**src/rtl/cpu_pkg.sv**
```systemverilog
// Shared types and constants for the CPU bus sequencer.
//   bus_op_t : kind of access latched for the current M-cycle
//   T1..T4   : T-state encodings as seen on tstate
//   T_PER_M  : T-states per M-cycle
package cpu_pkg;

  typedef enum logic [1:0] {
    BUS_IDLE  = 2'd0,
    BUS_READ  = 2'd1,
    BUS_WRITE = 2'd2
  } bus_op_t;

  localparam logic [1:0] T1 = 2'd0;
  localparam logic [1:0] T2 = 2'd1;
  localparam logic [1:0] T3 = 2'd2;
  localparam logic [1:0] T4 = 2'd3;

  localparam int unsigned T_PER_M = 4;

endpackage

```
**src/rtl/cpu_bus_seq_if.sv**
```systemverilog
// Core-side and external-side signals of the bus sequencer.
//   master : view used by the sequencer (drives core_din, status and external strobes)
//   slave  : view used by the surroundings (core plus memory/DMA side)
interface cpu_bus_seq_if;

  logic [15:0] core_adr;
  logic        core_rd;
  logic        core_wr;
  logic        core_m1;
  logic [7:0]  core_dout;
  logic [7:0]  core_din;
  logic [1:0]  tstate;
  logic        mcyc_end;
  logic        stall;
  logic [15:0] ext_adr;
  logic [7:0]  ext_dout;
  logic [7:0]  ext_din;
  logic        ext_rd;
  logic        ext_wr;
  logic        ext_m1;
  logic        ext_hold;
  logic        ext_hlda;

  modport master (
    input  core_adr, core_rd, core_wr, core_m1, core_dout, ext_din, ext_hold,
    output core_din, tstate, mcyc_end, stall, ext_adr, ext_dout, ext_rd, ext_wr, ext_m1,
           ext_hlda
  );

  modport slave (
    output core_adr, core_rd, core_wr, core_m1, core_dout, ext_din, ext_hold,
    input  core_din, tstate, mcyc_end, stall, ext_adr, ext_dout, ext_rd, ext_wr, ext_m1,
           ext_hlda
  );

endinterface

```
**src/rtl/tcyc_counter.sv**
```systemverilog
// T-state counter: 2-bit, advances on each enabled clock edge, wraps T4 -> T1.
//   clk      : system clock
//   reset_n  : synchronous active-low reset (forces T1)
//   cen      : advance enable
//   tstate   : current T-state, 0=T1 .. 3=T4
//   mcyc_end : high during T4
module tcyc_counter
  import cpu_pkg::*;
(
  input  logic       clk,
  input  logic       reset_n,
  input  logic       cen,
  output logic [1:0] tstate,
  output logic       mcyc_end
);

  logic [1:0] tstate_q, tstate_d;

  always_comb begin
    tstate_d = tstate_q;
    if (cen) begin
      tstate_d = tstate_q + 2'd1;
    end
  end

  always_ff @(posedge clk) begin
    if (!reset_n) begin
      tstate_q <= T1;
    end else begin
      tstate_q <= tstate_d;
    end
  end

  assign tstate   = tstate_q;
  assign mcyc_end = (tstate_q == 2'(T_PER_M - 1));

endmodule

```
**src/rtl/cpu_bus_seq.sv**
```systemverilog
// T-cycle sequencer and external bus interface between the CPU core and the memory bus.
//   clk     : system clock
//   reset_n : synchronous active-low reset, independent of cen
//   cen     : clock enable; all state holds while low
//   bus     : core request/response, T-state status and external bus signals
// Each M-cycle is T1..T4. At the M-cycle start (edge ending T4, or the first enabled edge
// after reset) either the bus is granted to the hold requester for one whole M-cycle, or
// the core request is latched and decoded into strobes per T-state.
module cpu_bus_seq
  import cpu_pkg::*;
#(
  parameter int unsigned RD_SAMPLE_T = 3,
  parameter int unsigned WR_FIRST_T  = 2
) (
  input  logic          clk,
  input  logic          reset_n,
  input  logic          cen,
  cpu_bus_seq_if.master bus
);

  // tstate encodings of the last read-strobe T-state and the first write-strobe T-state
  localparam logic [1:0] RdLastT  = 2'(RD_SAMPLE_T - 1);
  localparam logic [1:0] WrFirstT = 2'(WR_FIRST_T - 1);

  logic        first_q, first_d;
  bus_op_t     op_q, op_d;
  logic        grant_q, grant_d;
  logic [15:0] adr_q, adr_d;
  logic [7:0]  wdata_q, wdata_d;
  logic        m1_q, m1_d;
  logic [7:0]  din_q, din_d;

  logic [1:0]  tstate;
  logic        mcyc_end;
  logic        mcyc_start;

  // The first enabled edge after reset opens T1 of the first M-cycle, so the counter
  // stays at T1 across it instead of advancing.
  tcyc_counter u_tcyc (
    .clk      (clk),
    .reset_n  (reset_n),
    .cen      (cen & ~first_q),
    .tstate   (tstate),
    .mcyc_end (mcyc_end)
  );

  assign mcyc_start = cen & (first_q | mcyc_end);

  always_comb begin
    first_d = first_q & ~cen;
    op_d    = op_q;
    grant_d = grant_q;
    adr_d   = adr_q;
    wdata_d = wdata_q;
    m1_d    = m1_q;
    din_d   = din_q;

    // Uses the op of the cycle being finished, so a T4 sample point still works.
    if (cen && op_q == BUS_READ && tstate == RdLastT) begin
      din_d = bus.ext_din;
    end

    if (mcyc_start) begin
      if (bus.ext_hold) begin
        // Core request is left untouched on its inputs and picked up after release.
        grant_d = 1'b1;
        op_d    = BUS_IDLE;
        adr_d   = '0;
        wdata_d = '0;
        m1_d    = 1'b0;
      end else begin
        grant_d = 1'b0;
        adr_d   = bus.core_adr;
        wdata_d = bus.core_dout;
        m1_d    = bus.core_m1;
        if (bus.core_wr) begin
          op_d = BUS_WRITE;
        end else if (bus.core_rd) begin
          op_d = BUS_READ;
        end else begin
          op_d = BUS_IDLE;
        end
      end
    end
  end

  always_ff @(posedge clk) begin
    if (!reset_n) begin
      first_q <= 1'b1;
      op_q    <= BUS_IDLE;
      grant_q <= 1'b0;
      adr_q   <= '0;
      wdata_q <= '0;
      m1_q    <= 1'b0;
      din_q   <= '0;
    end else begin
      first_q <= first_d;
      op_q    <= op_d;
      grant_q <= grant_d;
      adr_q   <= adr_d;
      wdata_q <= wdata_d;
      m1_q    <= m1_d;
      din_q   <= din_d;
    end
  end

  assign bus.tstate   = tstate;
  assign bus.mcyc_end = mcyc_end;
  assign bus.stall    = grant_q;
  assign bus.ext_hlda = grant_q;
  assign bus.ext_adr  = adr_q;
  assign bus.ext_dout = wdata_q;
  assign bus.core_din = din_q;
  assign bus.ext_rd   = (op_q == BUS_READ) && (tstate <= RdLastT);
  assign bus.ext_wr   = (op_q == BUS_WRITE) && (tstate >= WrFirstT) && (tstate <= T3);
  assign bus.ext_m1   = (op_q == BUS_READ) && m1_q;

endmodule
```
**src/flat_wrapper.sv**
```systemverilog
// flat-port wrapper written by rule: the top's interface ports become plain ports
module cpu_bus_seq_flat import cpu_pkg::*;
#(
  parameter int unsigned RD_SAMPLE_T = 3,
  parameter int unsigned WR_FIRST_T  = 2
)
  (clk, reset_n, cen, bus_core_adr, bus_core_rd, bus_core_wr, bus_core_m1, bus_core_dout, bus_ext_din, bus_ext_hold, bus_core_din, bus_tstate, bus_mcyc_end, bus_stall, bus_ext_adr, bus_ext_dout, bus_ext_rd, bus_ext_wr, bus_ext_m1, bus_ext_hlda);
  cpu_bus_seq_if bus_i ();
  input  logic clk;
  input  logic reset_n;
  input  logic cen;
  input wire logic [$bits(bus_i.core_adr)-1:0] bus_core_adr;
  input wire logic [$bits(bus_i.core_rd)-1:0] bus_core_rd;
  input wire logic [$bits(bus_i.core_wr)-1:0] bus_core_wr;
  input wire logic [$bits(bus_i.core_m1)-1:0] bus_core_m1;
  input wire logic [$bits(bus_i.core_dout)-1:0] bus_core_dout;
  input wire logic [$bits(bus_i.ext_din)-1:0] bus_ext_din;
  input wire logic [$bits(bus_i.ext_hold)-1:0] bus_ext_hold;
  output wire logic [$bits(bus_i.core_din)-1:0] bus_core_din;
  output wire logic [$bits(bus_i.tstate)-1:0] bus_tstate;
  output wire logic [$bits(bus_i.mcyc_end)-1:0] bus_mcyc_end;
  output wire logic [$bits(bus_i.stall)-1:0] bus_stall;
  output wire logic [$bits(bus_i.ext_adr)-1:0] bus_ext_adr;
  output wire logic [$bits(bus_i.ext_dout)-1:0] bus_ext_dout;
  output wire logic [$bits(bus_i.ext_rd)-1:0] bus_ext_rd;
  output wire logic [$bits(bus_i.ext_wr)-1:0] bus_ext_wr;
  output wire logic [$bits(bus_i.ext_m1)-1:0] bus_ext_m1;
  output wire logic [$bits(bus_i.ext_hlda)-1:0] bus_ext_hlda;
  assign bus_i.core_adr = bus_core_adr;
  assign bus_i.core_rd = bus_core_rd;
  assign bus_i.core_wr = bus_core_wr;
  assign bus_i.core_m1 = bus_core_m1;
  assign bus_i.core_dout = bus_core_dout;
  assign bus_i.ext_din = bus_ext_din;
  assign bus_i.ext_hold = bus_ext_hold;
  assign bus_core_din = bus_i.core_din;
  assign bus_tstate = bus_i.tstate;
  assign bus_mcyc_end = bus_i.mcyc_end;
  assign bus_stall = bus_i.stall;
  assign bus_ext_adr = bus_i.ext_adr;
  assign bus_ext_dout = bus_i.ext_dout;
  assign bus_ext_rd = bus_i.ext_rd;
  assign bus_ext_wr = bus_i.ext_wr;
  assign bus_ext_m1 = bus_i.ext_m1;
  assign bus_ext_hlda = bus_i.ext_hlda;
  cpu_bus_seq #(.RD_SAMPLE_T(RD_SAMPLE_T), .WR_FIRST_T(WR_FIRST_T)) u_core (.clk(clk), .reset_n(reset_n), .cen(cen), .bus(bus_i));
endmodule
```
**config.mk**
```make
export PLATFORM = sky130hd
export DESIGN_NAME = cpu_bus_seq_flat
export DESIGN_NICKNAME = d
export VERILOG_FILES = /design/src/rtl/cpu_pkg.sv /design/src/rtl/cpu_bus_seq_if.sv /design/src/rtl/tcyc_counter.sv /design/src/rtl/cpu_bus_seq.sv /design/src/flat_wrapper.sv
export SDC_FILE = /design/constraint.sdc
export NUM_CORES = 1
export LEC_CHECK = 0
export BUFFER_PORTS_ARGS = -buffer_cell sky130_fd_sc_hd__buf_2
export CORE_ASPECT_RATIO = 1.1
export CORE_UTILIZATION = 30
export CTS_CLUSTER_SIZE = 12
export DETAILED_ROUTE_END_ITERATION = 8
export PLACE_DENSITY = 0.54
export SLEW_MARGIN = 20
export SYNTH_ARGS = -nofsm -noshare
export SYNTH_HDL_FRONTEND = slang
export SYNTH_SLANG_ARGS = --single-unit
```
**constraint.sdc**
```tcl
create_clock -name clk -period 3.5 [get_ports clk]
set_clock_uncertainty 0.1 [all_clocks]
set_input_delay 0 -clock clk [delete_from_list [all_inputs] [get_ports clk]]
set_output_delay 0 -clock clk [all_outputs]
set_load 0.02 [all_outputs]
```
==> run summary <==
Status - finished clean
Required time worst endpoint - 3.63 ns
CTS tree - done
Post-synthesis sequential area ratio - 41.4%
Share of layout cells above drive strength 1 - 46.6%
Die Y - 85.2 um
Area grow syn2layout - 43.6%
EDFF count, synth - 0
Post-CTS repair timing setup buffer count - 0
First-pass GRT wire length - 7090 um
HPWL after DPL - 2720 um
Synth area leader - dfxtp_1
Drc violations - 0
Via density per instance - 4.41
Post-route ant nets - 0
YS warnings - 0
Yosys top cell area share - 41.4%
Startpoint Class - register
Mean area per synthesized cell - 10.3 um^2
Port Buffers - 78
Final #Nets - 332
GPL Wtd Cong - 0.684
Netlist Area Pre-Place - 0.00189 mm^2
Slew headroom - 44.6%
Clock Root Buffer - clkbuf_8
Post-layout min period - 1.94 ns
FF+latch count, synth - 39
Worst skew pair latency - 0.28 ns
Top post-synthesis cells by area - dfxtp_1 (41%), o21ai_2 (16%), nand3b_1 (9.2%)
Vias - 1619
Num rows - 29
Largest net degree at the start of global routing - 46
Period Utilization, post-route - 55.4%
Synth Net Count - 227
Die area - 0.00661 mm^2
Hold Path Class - in -> reg
Vias in the first global route - 1524
Pwr dens - 352 mW/mm^2
Max Cap Viol - 0
Final wirelength - 4210 um
I/O Pins - 79
Initial antenna violation count - 0
Setup CP Type - reg -> reg
Clock buffer count from CTS - 5
Async SR Flop Fraction - 0%
Drt first pass iters - 4
Netlist cell types - 27
Worst-Margin Slew - 0.832 ns
Top post-synthesis cells by count - dfxtp_1 (39), o21ai_2 (35), nand3_1 (24), nand3b_1 (23)
Final slew viol count - 0
Clock transition at path regs - 0.07 ns
# clock sinks - 39
CTS max path bufs - 2
Syn Inst Count - 184
Total core area - 0.00591 mm^2
Peak Freq - 516 MHz
Die Wd - 77.6 um
Antenna diodes - 0
Worst EP arrival - 2.06 ns
Final setup viols - 0
Final Hold Vio Count - 0
RSZ-0062 raised after global routing - no
Wire per inst - 11.5 um
WHS - 0.0606 ns
Iteration-0 DRC Markers - 42
Peak supply drop - 0.145 mV
Overall routing resource usage - 13.5%
Most used DFF post-synth - dfxtp_1
H-tree depth - 2
Total gr overflow - 0
Critical-path maximum fanout - 33
Leak - 1.22 nW
Most frequent cell after synthesis - dfxtp_1
Crit path capture type - register
Setup total negative slack - 0 ns
Starting Density - 31.9%
-- logic make-up (layout without fill, tap and decap cells) --
kind of cell / count (synthesis) / in the layout / share of synthesized area (%)
compound gates: 38 / 38 / 17.0
xor+xnor: 1 / 1 / 0.464
fa+ha+maj: 4 / 4 / 2.65
buf+inv: 21 / 127 / 9.08
flops: 39 / 39 / 41.4
mux: 1 / 1 / 0.531
simple gates: 80 / 80 / 28.8
-- cell usage in the layout, fill, tap and decap left out, drive strengths merged --
cell and count:
buf 80, dfxtp 39, o21ai 38, dlygate4sd3 36
nand3 36, nand3b 23, nand2 12, clkbuf 8
ha 4, inv 3, nor2b 2, nor3b 1
nor4b 1, and3b 1, and2b 1, mux2i 1
nand4b 1, nand4bb 1, xnor2 1, and2 1
-- per-stage QoR --
stage	setup slack, ns	utilization (%)	power (mW)	std cells	area, um^2
6_report	1.56	45.8	0.954	367	2710
3_5_place_dp	1.54	38.0	0.610	323	2250
5_1_grt	1.41	45.8	1.01	367	2710
3_3_place_gp	1.58	38.0	0.608	323	2250
4_1_cts	1.53	45.8	0.974	367	2710
2_1_floorplan	1.87	-	0.575	184	1890
-- state kept, by name (all words and copies together) (netlist names) --
name                  flops
u_core.bus.ext_hlda       1
u_core.first_q            1
u_core.m1_q               1
u_core.u_tcyc.tstate      2
u_core.op_q               2
u_core.bus.ext_adr       16
u_core.bus.core_din       8
u_core.bus.ext_dout       8
-- worst max-delay path, stage by stage (launching register included) --
cell     delay (ns)
dfxtp_1        0.36
ha_1           0.24
o21ai_4        0.64
buf_12         0.31
nand3_1        0.12
o21ai_2        0.09
-- final timing paths --
path / start / end / slack, ns / depth (start not counted)
worst max-delay path: u_core.u_tcyc.tstate[1] / u_core.bus.ext_adr[6] / 1.56 / 5
worst min-delay path: bus_ext_hold / u_core.bus.ext_hlda / 0.06 / 3
worst max register to register: u_core.u_tcyc.tstate[1] / u_core.bus.ext_adr[6] / 1.56 / 5
worst min register to register: u_core.bus.ext_dout[5] / u_core.bus.ext_dout[5] / 0.35 / 2
-- cell type report --
type | instances | area [um^2]
fillers | 592 | 3210
multi-input cells | 124 | 942
flip-flops and latches | 39 | 781
repair buffers | 116 | 778
clock buffers | 8 | 100
well taps | 77 | 96.3
inverters | 3 | 11.3
-- power breakdown --
| group | switching [mW] | internal, mW |
|---|---|---|
| clock network | 0.146 | 0.180 |
| registers | 0.00976 | 0.458 |
| logic | 0.0843 | 0.0758 |
-- layer usage --
layer	global-route usage, %	vias up	share of wire (%)
li1	-	863	-
met1	16.9	702	47
met2	21.7	50	46
met3	3.98	4	4.9
met4	5.66	0	1.6
met5	0	-	0
-- repair_timing --
item / CTS / global route
endpoints found under the setup margin: 0 / 0
endpoints found under the hold margin: 36 / 0
resized for setup: 0 / 0
hold buffers: 36 / 0
(Power assumes the default switching activity.)
